## config.mk

```make
export PLATFORM = sky130hd
export DESIGN_NAME = uart_tx
export DESIGN_NICKNAME = d
export VERILOG_FILES = /design/src/rtl/uart_tx.sv
export SDC_FILE = /design/constraint.sdc
export NUM_CORES = 1
export LEC_CHECK = 0
export ABC_AREA = 1
export BUFFER_PORTS_ARGS = -buffer_cell sky130_fd_sc_hd__buf_2
export CORE_ASPECT_RATIO = 1.5
export CORE_MARGIN = 2
export CORE_UTILIZATION = 45
export DETAILED_ROUTE_END_ITERATION = 16
export GPL_TIMING_DRIVEN = 1
export PLACE_DENSITY = 0.68
export SETUP_SLACK_MARGIN = 0.1
export SYNTH_ARGS = -nofsm -noshare
export SYNTH_HDL_FRONTEND = slang
export SYNTH_SLANG_ARGS = --single-unit
```

## constraint.sdc

```tcl
create_clock -name clk -period 2.05 [get_ports clk]
set_clock_uncertainty 0.2 [all_clocks]
set_input_delay 0.205 -clock clk [delete_from_list [all_inputs] [get_ports clk]]
set_output_delay 0.205 -clock clk [all_outputs]
set_load 0.1 [all_outputs]
```

## src/rtl/uart_tx.sv

```systemverilog
// 8N1 UART transmitter with a one-deep holding register.
// Queued bytes follow the stop bit with no idle gap.
module uart_tx #(
  parameter int BAUD_DIV = 2604
) (
  input  logic       clk,
  input  logic       rst_n,
  input  logic       trmt,
  input  logic [7:0] tx_data,
  output logic       TX,
  output logic       tx_rdy,
  output logic       busy,
  output logic       tx_done
);

  localparam int CW = $clog2(BAUD_DIV);

  typedef enum logic {
    IDLE,
    TRANSMIT
  } state_t;

  state_t        state;
  logic [9:0]    shift_reg;
  logic [CW-1:0] baud_cnt;
  logic [3:0]    bit_cnt;
  logic [7:0]    hold;
  logic          hold_full;
  logic          shift;
  logic          frame_done;

  assign shift = (state == TRANSMIT) &&
                 (baud_cnt == CW'(BAUD_DIV - 1));

  // Tenth shift: stop bit has just completed.
  assign frame_done = shift && (bit_cnt == 4'd9);

  always_ff @(posedge clk or negedge rst_n) begin
    if (!rst_n) begin
      state     <= IDLE;
      shift_reg <= 10'h3FF;
      baud_cnt  <= '0;
      bit_cnt   <= '0;
      hold      <= '0;
      hold_full <= 1'b0;
      TX        <= 1'b1;
      busy      <= 1'b0;
      tx_rdy    <= 1'b1;
      tx_done   <= 1'b0;
    end else begin
      unique case (state)
        IDLE: begin
          if (trmt) begin
            state     <= TRANSMIT;
            shift_reg <= {1'b1, tx_data, 1'b0};
            baud_cnt  <= '0;
            bit_cnt   <= '0;
            TX        <= 1'b0;
            busy      <= 1'b1;
            tx_done   <= 1'b0;
          end
        end
        TRANSMIT: begin
          if (frame_done) begin
            baud_cnt <= '0;
            bit_cnt  <= '0;
            unique case (1'b1)
              hold_full: begin
                shift_reg <= {1'b1, hold, 1'b0};
                TX        <= 1'b0;
                hold_full <= trmt;
                tx_rdy    <= !trmt;
                if (trmt) hold <= tx_data;
              end
              trmt: begin
                shift_reg <= {1'b1, tx_data, 1'b0};
                TX        <= 1'b0;
                tx_done   <= 1'b0;
              end
              default: begin
                state     <= IDLE;
                shift_reg <= 10'h3FF;
                TX        <= 1'b1;
                busy      <= 1'b0;
                tx_done   <= 1'b1;
              end
            endcase
          end else begin
            if (shift) begin
              shift_reg <= {1'b1, shift_reg[9:1]};
              TX        <= shift_reg[1];
              baud_cnt  <= '0;
              bit_cnt   <= bit_cnt + 4'd1;
            end else begin
              baud_cnt  <= baud_cnt + 1'b1;
            end
            if (trmt && !hold_full) begin
              hold      <= tx_data;
              hold_full <= 1'b1;
              tx_rdy    <= 1'b0;
            end
          end
        end
        default: state <= IDLE;
      endcase
    end
  end

endmodule
```

* After elaboration in Yosys (flattened, before gate mapping) *
Cells that the tools add are included.

operators by class
  add/subtract/negate cells = 2
  multiply operators = 0
  divide/modulo/power cells = 0
  $lt $le $gt $ge = 0
  equal/unequal tests = 9
  shift operators = 0
  multiplexer cells = 39
  bitwise logic cells = 1
  reductions and logical operators = 13

operator list
  operator                                        count
  two-way mux 12 bit                              3
  two-way mux 8 bit                               4
  two-way mux 10 bit                              3
  one-hot mux 12 bit (2 select lines)             1
  one-hot mux 10 bit (2 select lines)             1
  one-hot mux 9 bit (2 select lines)              1
  two-way mux 1 bit                               17
  adder 12 x 1 -> 12 bit (second input constant)  1
  equality test 12 bit (second input constant)    1
  two-way mux 4 bit                               3
  != test 2 bit (second input constant)           5
  one-hot mux 1 bit (2 select lines)              5
  AND reduction 3 bit                             3
  one-hot mux 4 bit (2 select lines)              1
  adder 4 x 1 -> 4 bit (second input constant)    1
  equality test 4 bit (second input constant)     1
  AND reduction 2 bit                             2
  AND reduction 4 bit                             1
  logical AND 1 bit                               3
  != test 3 x 1 -> 1 bit (second input constant)  1
  logical NOT 1 bit                               2
  != test 2 x 1 -> 1 bit (second input constant)  1
  nonzero test 2 bit                              1
  OR reduction 2 bit                              1
  inverter 1 bit                                  1

word-level totals
  flip-flop bits (word level) = 40
  latch bits = 0
  bits in writable memories = 0
  memory bits (read-only) = 0
  input port bits = 11
  output and inout bits = 4
  word-level logic and storage cells = 74
  memories kept = 0

* Depth between registers and ports, before layout *
  depth in word-level cells = 5
  gate-level depth with buffers = 12
  mapped depth without buffers = 12

* Least setup slack after synthesis *
Ideal clock, no wire load.

  kind = register to register
  start = register baud_cnt[0]
  end = register hold[0]
  setup time = 0.117 ns
  data arrival time = 1.410 ns
  data required time = 1.733 ns
  slack = 0.322 ns
  cell stages (with the launch flop) = 12
  path buffers = 0
  period minus slack after synthesis = 1.728 ns
  cell sequence = dfrtp_1 ha_1 nand2_1 clkinv_1 nand2_1 nor2_4 nand4_4 inv_2 o21ai_4 nand3_4 nand2_1 nand2_1

between the ends
  cells in the longest elaborated chain, start to end = 5
  elaborated cells between the ends (all ways) = 8
  classes of those cells = 3 x eq/ne; 1 x mux; 4 x reduce/logical

ends and longest elaborated chain
  element                                                                      line  RTL
  start, declared                                                              25    logic [CW-1:0] baud_cnt;
  start signal, assigned                                                       95    baud_cnt <= baud_cnt + 1'b1;
  equality test 12 bit (*)                                                     33    (baud_cnt == CW'(BAUD_DIV - 1));
  logical AND 1 bit (*)                                                        32    assign shift = (state == TRANSMIT) &&
  logical AND 1 bit (*)                                                        36    assign frame_done = shift && (bit_cnt == 4'd9);
  != test 2 bit (no source line) / nonzero test 2 bit (equally long branches)  --
  AND reduction 4 bit (no source line)                                         --
  end signal, assigned                                                         73    if (trmt) hold <= tx_data;
  end signal, assigned                                                         98    hold <= tx_data;
  end, declared                                                                27    logic [7:0] hold;

Every way passes the cells marked *; elsewhere a longest branch is shown, timed or not.
A chain may end at the register's enable or synchronous reset.

* Worst setup path in the final report *
  start = register baud_cnt[0]
  end = register hold[6]

Same word-level chain as after synthesis.

==> impl_metrics.tcl <==
set metrics [dict create \
    status "finished clean" \
    ir_drop_v 0.000439 \
    grt.busiest_layer "met2" \
    cp.required_ns 2.04 \
    area_delta_synth_final_pct 20.1 \
    fmax_ghz 0.521 \
    p_per_area_mw_per_mm2 522 \
    clk_latency_ns 0.29 \
    holdWs_ns 0.0171 \
    post-route-period-util 0.936 \
    crit_slowest_cell "dfrtp_1" \
    grt.met1_usage 0.246 \
    dpl.hpwl_mm 3.81 \
    cts_max_path_buffers 2 \
    design_area_mm2 0.00270 \
    netlist_area_mm2 0.00224 \
    vias_per_cell 5.13 \
    grt_pass1_wl_mm 8.87 \
    drc_errors 0 \
    antennaDiodeCount 0 \
    ys.flop_type "dfrtp_1" \
    setup_viol 0 \
    fin_cells 398 \
    dp_slack_ns 0.102 \
    fp.dieW_um 61.7 \
    final_antenna_net_count 0 \
    period_needed_ns 1.92 \
    dpl_cell_area_mm2 0.00243 \
    fp-row-count 31 \
    worst_pin_slew_ns 0.494 \
    met2_usage 0.369 \
    maxSlewViolCount 0 \
    synth-async-reset-ratio 1.00 \
    grt_pass1_vias 1983 \
    worstPathArrival_ns 1.91 \
    gr-total-overflow 0 \
    rsz0062_at_grt "true" \
    setup.worst_path.class "reg2reg" \
    nets 345 \
    wl_per_cell_um 13.3 \
    die_area_mm2 0.00558 \
    fin_util 0.561 \
    root_buffer "clkbuf_8" \
    cts_made_buffers 5 \
    track_usage 0.211 \
    cp-start-kind "flip-flop" \
    largest_reg_flops 12 \
    die_y_um 90.5 \
    crit_fanout 8 \
    ios 15 \
    drive_above_1_share 0.232 \
    maxCapViolCount 0 \
    core_area_mm2 0.00481 \
    drt_pre_antenna_iters 4 \
    gp_congestion 0.859 \
    htree_levels 2 \
    grt_max_degree 39 \
    ys_ff_latch 38 \
    synth-edff-count 0 \
    gr-usage-met3 0.0315 \
    max_stage_delay_ns 0.41 \
    synth_cell_types 33 \
    endpoint_kind "flip-flop" \
    power_leakage_nw 1.35 \
    worst_slack_ns 0.131 \
    crit_top_cell "nand2_2" \
    vias 2041 \
    crit_path_cell_trace "ha_4 -> nand2_4 -> inv_2 -> nand2_2 -> nor2_4 -> nand4_4 -> o21ai_4 -> nand3_4 -> nand2_2 -> nand2_2" \
    cts_tree "built" \
    hold_class "in2reg" \
    final-hold-violation-count 0 \
    postSynthCellCount 292 \
    finalPower_mw 1.41 \
    wl_mm 5.30 \
    initial_utilization 0.467 \
    antenna_found_initial 0 \
    yosys_warnings 0 \
    synth.avg_cell_area_um2 7.69 \
    clkSlewWorstSetupHoldPaths_ns 0.08 \
    slew_headroom 0.671 \
    port_buffers 14 \
    seq_area_frac_synth 0.429 \
    setup_tns_ns 0 \
    cts.sinks 38 \
    dp_cells 375 \
    drt-initial-drc-count 51 \
    synth_fp_nets 306 \
]
==> power breakdown <==
part	internal, mW	switching [mW]	total, mW
sequential	0.766	0.00790	0.774
clock	0.272	0.272	0.543
combinational	0.0370	0.0519	0.0889
==> cell families after synthesis <==
family / count (synthesis) / share of synthesized area
AND/OR/NAND/NOR: 172 / 0.351
flip-flops: 38 / 0.429
adder cells (fa/ha/maj): 3 / 0.0167
XOR/XNOR: 9 / 0.0351
buffers and inverters: 39 / 0.0752
AO/OA/AOI/OAI: 31 / 0.0931
==> area by class of cell <==
| cell class | instances | area [µm²] |
|---|---|---|
| fillers | 483 | 2110 |
| multi-input cells | 215 | 1150 |
| flip-flops and latches | 38 | 963 |
| repair buffers | 40 | 293 |
| inverters | 31 | 119 |
| clock buffers | 7 | 86.3 |
| well taps | 66 | 82.6 |
| clock inverters | 1 | 5.00 |
==> synth_stat cells, drive strengths merged, types with 3 or more instances <==
| cell type | n | area share |
|---|---|---|
| nand2 | 112 | 0.19 |
| inv | 29 | 0.048 |
| dfrtp | 28 | 0.31 |
| nor2 | 24 | 0.056 |
| nand3 | 19 | 0.050 |
| nand4 | 14 | 0.046 |
| o21ai | 12 | 0.037 |
| dfstp | 10 | 0.12 |
| a21oi | 8 | 0.021 |
| xor2 | 8 | 0.031 |
| buf | 7 | 0.022 |
| o22ai | 5 | 0.014 |
| ha | 3 | 0.017 |
| o31ai | 3 | 0.010 |
==> routing by layer <==
metal | share of wire | wire, µm
met5 | 0 | 0
met4 | 0.024 | 129
met3 | 0.024 | 129
met2 | 0.55 | 2930
met1 | 0.40 | 2110
==> layout by cell type, fill, tap and decap left out, drive strengths merged, types with 3 or more instances in the layout <==
cell type	instances
inv	30
nand2	112
xor2	8
o31ai	3
nor2	24
o21ai	12
dlygate4sd3	8
buf	32
o22ai	5
clkbuf	7
ha	3
dfstp	10
dfrtp	28
nand3	19
a21oi	8
nand4	14
==> timing repair <==
| action | CTS | global route |
|---|---|---|
| hold buffers | 8 | 0 |
| setup buffers | 3 | 4 |
| gates resized for setup | 0 | 13 |
| pin swaps | 0 | 4 |
| setup endpoints to repair | 8 | 25 |
| hold endpoints to repair | 35 | 0 |
==> critical path: cells and delay by family (launching register included) <==
kind | cells | cell delay, ns
AOI/OAI and AO/OA | 1 | 0.19
adders and majority gates | 1 | 0.18
buffers and inverters | 1 | 0.05
DFF | 1 | 0.41
and+or+nand+nor | 7 | 0.76
==> worst paths after layout <==
check / start / to / slack (ns) / cells after the start
worst min-delay path: tx_data[1] / hold[1] / 0.02 / 3
max in group asynchronous: rst_n / shift_reg[7] / 0.99 / 3
worst min register to register: tx_rdy / tx_rdy / 0.26 / 2
worst max-delay path: baud_cnt[0] / hold[6] / 0.13 / 10
min in group asynchronous: rst_n / baud_cnt[3] / 0.29 / 3
worst max register to register: baud_cnt[0] / hold[6] / 0.13 / 10
(Power assumes the default switching activity.)
